==> src/rtl/sha256_stream_core.sv <==
// Iterative SHA-256 core, one round per clock, chaining state across 512-bit chunks with optional double hash.
// Optional digest-vs-target comparator enabled by defining SHA256_TARGET_CMP_EN. CHUNKSIZE must be 512.
module sha256_stream_core #(
   parameter int CHUNKSIZE = 512,
   parameter int TAG_W     = 8
) (
   input  logic                   clk,
   input  logic                   reset,
   input  logic                   in_valid,
   output logic                   in_ready,
   input  logic [CHUNKSIZE-1:0]   datain,
   input  logic                   in_first,
   input  logic                   in_last,
   input  logic                   in_double,
   input  logic [TAG_W-1:0]       in_tag,
   output logic                   out_valid,
   input  logic                   out_ready,
   output logic [CHUNKSIZE/2-1:0] final_hout,
   output logic [TAG_W-1:0]       out_tag
`ifdef SHA256_TARGET_CMP_EN
   ,
   input  logic [CHUNKSIZE/2-1:0] target,
   output logic                   hit
`endif
);

   localparam logic [1:0] S_IDLE  = 2'd0;
   localparam logic [1:0] S_ROUND = 2'd1;
   localparam logic [1:0] S_FINAL = 2'd2;
   localparam logic [1:0] S_DONE  = 2'd3;

   localparam logic [31:0] IV [0:7] = '{
      32'h6a09e667, 32'hbb67ae85, 32'h3c6ef372, 32'ha54ff53a,
      32'h510e527f, 32'h9b05688c, 32'h1f83d9ab, 32'h5be0cd19};

   localparam logic [31:0] K [0:63] = '{
      32'h428a2f98, 32'h71374491, 32'hb5c0fbcf, 32'he9b5dba5, 32'h3956c25b, 32'h59f111f1, 32'h923f82a4, 32'hab1c5ed5,
      32'hd807aa98, 32'h12835b01, 32'h243185be, 32'h550c7dc3, 32'h72be5d74, 32'h80deb1fe, 32'h9bdc06a7, 32'hc19bf174,
      32'he49b69c1, 32'hefbe4786, 32'h0fc19dc6, 32'h240ca1cc, 32'h2de92c6f, 32'h4a7484aa, 32'h5cb0a9dc, 32'h76f988da,
      32'h983e5152, 32'ha831c66d, 32'hb00327c8, 32'hbf597fc7, 32'hc6e00bf3, 32'hd5a79147, 32'h06ca6351, 32'h14292967,
      32'h27b70a85, 32'h2e1b2138, 32'h4d2c6dfc, 32'h53380d13, 32'h650a7354, 32'h766a0abb, 32'h81c2c92e, 32'h92722c85,
      32'ha2bfe8a1, 32'ha81a664b, 32'hc24b8b70, 32'hc76c51a3, 32'hd192e819, 32'hd6990624, 32'hf40e3585, 32'h106aa070,
      32'h19a4c116, 32'h1e376c08, 32'h2748774c, 32'h34b0bcb5, 32'h391c0cb3, 32'h4ed8aa4a, 32'h5b9cca4f, 32'h682e6ff3,
      32'h748f82ee, 32'h78a5636f, 32'h84c87814, 32'h8cc70208, 32'h90befffa, 32'ha4506ceb, 32'hbef9a3f7, 32'hc67178f2};

   function automatic logic [31:0] rotr(input logic [31:0] x, input int n);
      return (x >> n) | (x << (32 - n));
   endfunction

   logic [1:0]       state;
   logic [5:0]       cnt;
   logic             pass, last_q, double_q;
   logic [TAG_W-1:0] tag_q;
   logic [31:0]      w    [0:15];
   logic [31:0]      wk   [0:7];
   logic [31:0]      hreg [0:7];
   logic [31:0]      hsum [0:7];
   logic [31:0]      t1, t2, w_next;
   logic [255:0]     digest_next;

   // NOTE: every signal gets a value on every pass, so this block cannot infer latches.
   always_comb begin
      t1 = wk[7] + (rotr(wk[4], 6) ^ rotr(wk[4], 11) ^ rotr(wk[4], 25))
         + ((wk[4] & wk[5]) ^ (~wk[4] & wk[6])) + K[cnt] + w[0];
      t2 = (rotr(wk[0], 2) ^ rotr(wk[0], 13) ^ rotr(wk[0], 22))
         + ((wk[0] & wk[1]) ^ (wk[0] & wk[2]) ^ (wk[1] & wk[2]));
      w_next = (rotr(w[14], 17) ^ rotr(w[14], 19) ^ (w[14] >> 10)) + w[9]
             + (rotr(w[1], 7) ^ rotr(w[1], 18) ^ (w[1] >> 3)) + w[0];
      for (int i = 0; i < 8; i++) hsum[i] = hreg[i] + wk[i];
      digest_next = {hsum[0], hsum[1], hsum[2], hsum[3], hsum[4], hsum[5], hsum[6], hsum[7]};
   end

   // NOTE: the schedule and working words are plain flops rather than RAM, so they reset with everything else.
   always_ff @(posedge clk or negedge reset) begin
      if (!reset) begin
         state    <= S_IDLE;
         cnt      <= '0;
         pass     <= 1'b0;
         last_q   <= 1'b0;
         double_q <= 1'b0;
         tag_q    <= '0;
         for (int i = 0; i < 16; i++) w[i] <= '0;
         for (int i = 0; i < 8; i++) begin
            wk[i]   <= '0;
            hreg[i] <= '0;
         end
`ifdef SHA256_TARGET_CMP_EN
         hit <= 1'b0;
`endif
      end else begin
         // NOTE: non-blocking so every register in a round samples the pre-edge values.
         case (state)
            S_IDLE: if (in_valid) begin
               for (int i = 0; i < 16; i++) w[i] <= datain[511-32*i -: 32];
               if (in_first) begin
                  for (int i = 0; i < 8; i++) begin
                     wk[i]   <= IV[i];
                     hreg[i] <= IV[i];
                  end
                  double_q <= in_double;
                  tag_q    <= in_tag;
                  pass     <= 1'b0;
               end else begin
                  for (int i = 0; i < 8; i++) wk[i] <= hreg[i];
               end
               last_q <= in_last;
               cnt    <= '0;
               state  <= S_ROUND;
            end
            S_ROUND: begin
               wk[0] <= t1 + t2;
               wk[1] <= wk[0];
               wk[2] <= wk[1];
               wk[3] <= wk[2];
               wk[4] <= wk[3] + t1;
               wk[5] <= wk[4];
               wk[6] <= wk[5];
               wk[7] <= wk[6];
               for (int i = 0; i < 15; i++) w[i] <= w[i+1];
               w[15] <= w_next;
               cnt   <= cnt + 6'd1;
               if (cnt == 6'd63) state <= S_FINAL;
            end
            S_FINAL: begin
               for (int i = 0; i < 8; i++) hreg[i] <= hsum[i];
               if (!last_q) begin
                  state <= S_IDLE;
               end else if (double_q && !pass) begin
                  // Second pass hashes the 256-bit digest as a single pre-padded chunk.
                  for (int i = 0; i < 8; i++) begin
                     w[i]    <= hsum[i];
                     wk[i]   <= IV[i];
                     hreg[i] <= IV[i];
                  end
                  w[8] <= 32'h80000000;
                  for (int i = 9; i < 15; i++) w[i] <= '0;
                  w[15] <= 32'h00000100;
                  pass  <= 1'b1;
                  cnt   <= '0;
                  state <= S_ROUND;
               end else begin
                  state <= S_DONE;
`ifdef SHA256_TARGET_CMP_EN
                  hit <= (digest_next <= target);
`endif
               end
            end
            default: if (out_ready) begin
               state <= S_IDLE;
`ifdef SHA256_TARGET_CMP_EN
               hit <= 1'b0;
`endif
            end
         endcase
      end
   end

   assign in_ready   = (state == S_IDLE);
   assign out_valid  = (state == S_DONE);
   assign out_tag    = tag_q;
   assign final_hout = {hreg[0], hreg[1], hreg[2], hreg[3], hreg[4], hreg[5], hreg[6], hreg[7]};

endmodule

==> config.mk <==
export PLATFORM = sky130hd
export DESIGN_NAME = sha256_stream_core
export DESIGN_NICKNAME = d
export VERILOG_FILES = /design/src/rtl/sha256_stream_core.sv
export SDC_FILE = /design/constraint.sdc
export NUM_CORES = 2
export LEC_CHECK = 0
export ABC_CLOCK_PERIOD_IN_PS = 8700
export CAP_MARGIN = 20
export CORE_UTILIZATION = 50
export DETAILED_ROUTE_END_ITERATION = 8
export PLACE_DENSITY = 0.72
export SYNTH_ARGS = -nofsm -noshare
export SYNTH_HDL_FRONTEND = slang
export SYNTH_SLANG_ARGS = --single-unit
==> constraint.sdc <==
create_clock -name clk -period 8.7 [get_ports clk]
set_input_delay 1.74 -clock clk [delete_from_list [all_inputs] [get_ports clk]]
set_output_delay 1.74 -clock clk [all_outputs]
set_load 0.02 [all_outputs]
Word-level counts from Yosys, hierarchy flattened
Memories as Yosys holds them, arrays and structs flattened. Cells that the tools add are included.

Bits in read-only memories: 2048. Memories kept: 1. Register bits: 1043. Word-level logic and storage cells: 137. Output and inout bits: 266. Bits of input ports: 527.

Mux-type cells: 29. Equal/unequal tests: 9. Reduce and logical (&&, ||, !) cells: 12. $lt $le $gt $ge: 1. Add/subtract/negate cells: 19. Bitwise logic cells: 28.

Memories: (name not given) (depth 64, bits a word 32, rd ports 1, clocked after memory_dff 0, wr ports 0, line 64) `+ ((wk[4] & wk[5]) ^ (~wk[4] & wk[6])) + K[cnt] + w[0];`.

Operators with widths (count): 2-to-1 mux 256 bit (6); 2-to-1 mux 512 bit (3); one-hot mux 512 bit (3 select lines) (1); one-hot mux 256 bit (3 select lines) (1); adder 32 bit (18); one-hot mux 256 bit (2 select lines) (1); XOR 32 bit (9); bitwise AND 32 bit (5); 2-to-1 mux 32 bit (2); inverter 32 bit (1); OR 10 x 32 -> 32 bit (1); OR 13 x 32 -> 32 bit (1); OR 14 x 32 -> 32 bit (1); OR 15 x 32 -> 32 bit (1); OR 19 x 32 -> 32 bit (1); OR 21 x 32 -> 32 bit (1); OR 25 x 32 -> 32 bit (1); OR 26 x 32 -> 32 bit (1); OR 30 x 32 -> 32 bit (1); OR 7 x 32 -> 32 bit (1); XOR 32 x 22 -> 32 bit (1); XOR 32 x 29 -> 32 bit (1); 2-to-1 mux 6 bit (3); one-hot mux 6 bit (3 select lines) (1); 22 further kinds (35).

Depth between registers and ports, before layout
Depth in word-level cells: 9. Depth in mapped cells: 36. Mapped depth without buffers: 36.

Least setup slack after synthesis
Ideal clock, no wire load.

Kind: reg-to-reg. Start point: register cnt[2]. End point: register wk[255] in the netlist's numbering. Path buffers: 2. Cell stages (with the launch flop): 33. Arrival: 6.945 ns. Required time: 8.618 ns. Library setup time: 0.082 ns. Clock period less this slack: 7.027 ns. Setup slack: 1.673 ns. Path through: dfrtp_1 > inv_1 > buf_2 > buf_1 > ha_1 > nand2b_1 > nor2_1 > a21oi_1 > nand2_1 > o211ai_1 > o21ai_0 > fa_1 > inv_1 > ha_1 > and2_4 > a221o_1 > a21o_1 > a31oi_1 > o211ai_2 > a41oi_4 > o31ai_2 > a311o_1 > a21oi_2 > xor2_1 > fa_1 > xor2_1 > xnor2_1 > xnor2_1 > mux2_2 > a211oi_1 > o311ai_0 > xor2_1 > o22ai_1.

Cells in the longest elaborated chain, start to end: 8.

RTL lines: start: declaration (line 51) `logic [5:0] cnt;`; start signal: assignment (line 121) `cnt <= cnt + 6'd1;`; inverter 6 -> 7 bit (implied by the code) (line 64); memory (64 x 32 bit); 2-to-1 mux 32 bit (implied by the code) (2 in a row) (line 64); adder 32 bit (2 in a row) (line 64); adder 32 bit (line 111) `wk[0] <= t1 + t2;`; one-hot mux 256 bit (3 select lines) (line 92) `case (state)`; end signal: indexed assignment (line 97) `wk[i] <= IV[i];`; end signal: indexed assignment (line 132) `wk[i] <= IV[i];`; end: declaration (line 55) `logic [31:0] wk [0:7];`.

No other way between the ends. The select of a mux whose other input is x is not followed. A chain may end at the register's enable or synchronous reset.

Worst setup path after layout
Start point: register cnt[0]. End point: register wk[251] in the netlist's numbering.

The elaborated chain is that of the path after synthesis.

==> flow_summary_export.csv <==
group,metric,value,unit
run_status,outcome,"finished, violations left",
run_status,violations,"max-slew violations",
die,ios,793,
clock_network,cts_tree,"built",
clock_network,clock-sinks,1043,
critical_path,critPathMaxStageDelay,520,ps
critical_path,cp_top_family,"adder cells",
routing,routedWlPerCell,33.6,µm
yosys,synth_top_area_cell,"dfrtp_1",
yosys,synth_xor_area_share,6.85,%
die,die_h,389,µm
yosys,synthTopCellsByArea,"dfrtp_1 35%, ha_1 6.7%, a221oi_1 6.4%, nor2_1 5.9%, fa_1 5.2%",
yosys,ys_ff_latch,1043,
die,core,148000,µm²
place,dpl.hpwl,284000,µm
die,placementRows,141,
routing,ant_nets,0,
routing,remaining_drc_errors,0,
routing,wirelength,372000,µm
critical_path,endpoint_kind,"flop",
yosys,synth_top_family_by_area,"compound AO/OA/AOI/OAI gates",
clock_network,cts-root-buf,"clkbuf_16",
clock_network,cts.path.max_buffers,3,
finish,fillers,13000,
finish,layout_common_cells,"1175 x nor2_1, 1040 x dfrtp_1, 791 x clkdlybuf4s50_1, 598 x a21oi_1, 597 x nand2_1",
finish,layout_commonest_cell,"nor2_1",
yosys,synthSimpleGateAreaFrac,13.1,%
critical_path,worstPathMaxFanout,9,
hold_path,hp-class,"flop to flop",
yosys,yosys.area.top_type_share,34.9,%
finish,final_area,89100,µm²
finish,nets,10200,
yosys,netlist_instances,8561,
yosys,synth.area.mux_share,1.10,%
place,io_buffers,792,
critical_path,slowest_stage,"ha_1",
finish,fin_util,60.1,%
sta,slew_violations,43,
yosys,synth_fa_ha_area_share,12.0,%
routing,avgViaCountPerCell,6.80,
sta,worst_slew_pin_slew,1560,ps
yosys,async_flop_share,100,%
clock_network,clk_latency,780,ps
sta,tns,0,ps
place,dpl_cell_area,84700,µm²
die,die_area,151000,µm²
sta,max_freq,0.126,GHz
sta,finalCriticalPeriod,7960,ps
clock_network,htree_levels,3,
yosys,synth.distinct_cells,101,
sta,max_slew_margin,-4.12,%
critical_path,cpMostUsedCell,"inv_1",
place,gp_congestion,1.06,
critical_path,critPathBufInv,8,
yosys,ys_warn_count,0,
critical_path,arrival,8630,ps
routing,vias,75400,
routing,drtPass1Iterations,8,
yosys,syn_nets,9686,
grt,first_global_vias,70100,
routing,first_iter_violations,10300,
sta,skew,48.3,ps
sta,rsz0062_at_grt,"false",
finish,syn_to_final_growth,19.0,%
critical_path,start_kind,"flop",
finish,drive_gt1_share,6.11,%
grt,grtUsageTotal,47.8,%
die,start_util,50.5,%
grt,grt_overflow,0,
yosys,seq_area_frac_synth,34.9,%
clock_network,cts_hold_buf,0,
job,drv_cap,0,
grt,grt_pass1_wl,520000,µm
yosys,synth-edff-count,0,
clock_network,cts_resized,0,
clock_network,cts_made_buffers,116,
sta,setup_violations,0,
yosys,syn_avg_cell_area,8.75,µm²
critical_path,crit_type,"flop to flop",
yosys,synth_ff_type,"dfrtp_1",
yosys,netlist_area,74900,µm²
clock_network,cts_setup_buffers,0,
clock_network,clk_pin_slew,70,ps
grt,antenna_found_initial,69,
sta,hold_viol_final,0,
die,die_x,389,µm
yosys,synth_compound_area_share,26.4,%
grt,grt_max_degree,237,
sta,min_period_over_period,91.5,%
critical_path,cp_data_required_time,9370,ps
-- worst paths after layout --
check                       start      end  slack (ps)  cells past startpoint
hold reg to reg            w[361]   w[361]         480                      2
setup / recovery           cnt[0]  wk[251]         740                     35
hold / removal             w[361]   w[361]         480                      2
min in group asynchronous   reset   w[461]        1010                      1
max in group asynchronous   reset   w[218]        5850                      3
setup reg to reg           cnt[0]  wk[251]         740                     35
-- per-stage QoR --
| stage | std cells | hold WS, ps | setup slack, ps |
|---|---|---|---|
| after global routing | 11100 | 500 | 324 |
| after detailed placement | 10800 | 467 | 973 |
| after floorplan | 8561 | 446 | 1670 |
| after global placement | 10800 | 461 | 1040 |
| final | 11100 | 478 | 737 |
| after CTS | 11100 | 481 | 895 |
-- routing by layer --
| layer | vias up | GRT usage [%] | part of all wire (%) |
|---|---|---|---|
| met1 | 37100 | 61.9 | 38 |
| met5 | - | 0.478 | 0.16 |
| met3 | 1121 | 19.4 | 14 |
| met4 | 66 | 28.8 | 7.4 |
| met2 | 5380 | 66.5 | 41 |
| li1 | 31700 | - | - |
-- synth_stat cells, drive strengths merged, types with 93 or more instances --
cell	n
nor3	160
o31ai	237
fa	195
clkbuf	603
a21oi	603
inv	487
nand2	600
dfrtp	1043
a221oi	551
nor2	1179
o21ai	475
a21o	246
ha	403
nand3	93
xor2	220
xnor2	358
o22a	112
-- kinds of logic (layout without fill, tap and decap cells) --
logic type	count (synthesis)	in the layout
AO/OA/AOI/OAI	2813	2813
XOR/XNOR	581	581
adder cells (fa/ha/maj)	601	601
buffers and inverters	1140	1709
flip-flops	1043	1043
multiplexers	70	70
other	0	37
AND/OR/NAND/NOR	2313	2313
-- registers in the layout, indices dropped and copies added (netlist names) --
signal,count
state,2
cnt,6
double_q,1
out_tag,8
w,512
wk,256
pass,1
last_q,1
final_hout,256
-- worst min-delay path: stages, from the launching register on --
cell and delay [ps]:
dfrtp_1 340, nand2_1 50, o31ai_1 50
-- cell type report --
cell class	instances	area [µm²]	area share [%]
Clock inverter	68	971	1.09
Tap cell	1930	2410	2.71
Timing Repair Buffer	999	9800	11.0
Multi-Input combinational cell	6378	44600	50.0
Antenna cell	37	92.6	0.104
Sequential cell	1043	26100	29.3
Inverter	489	1840	2.07
Clock buffer	153	3290	3.70
Power is left out: the tool's default activity adds up to more than one toggle a clock period on the data nets, which glitch-free logic cannot reach.
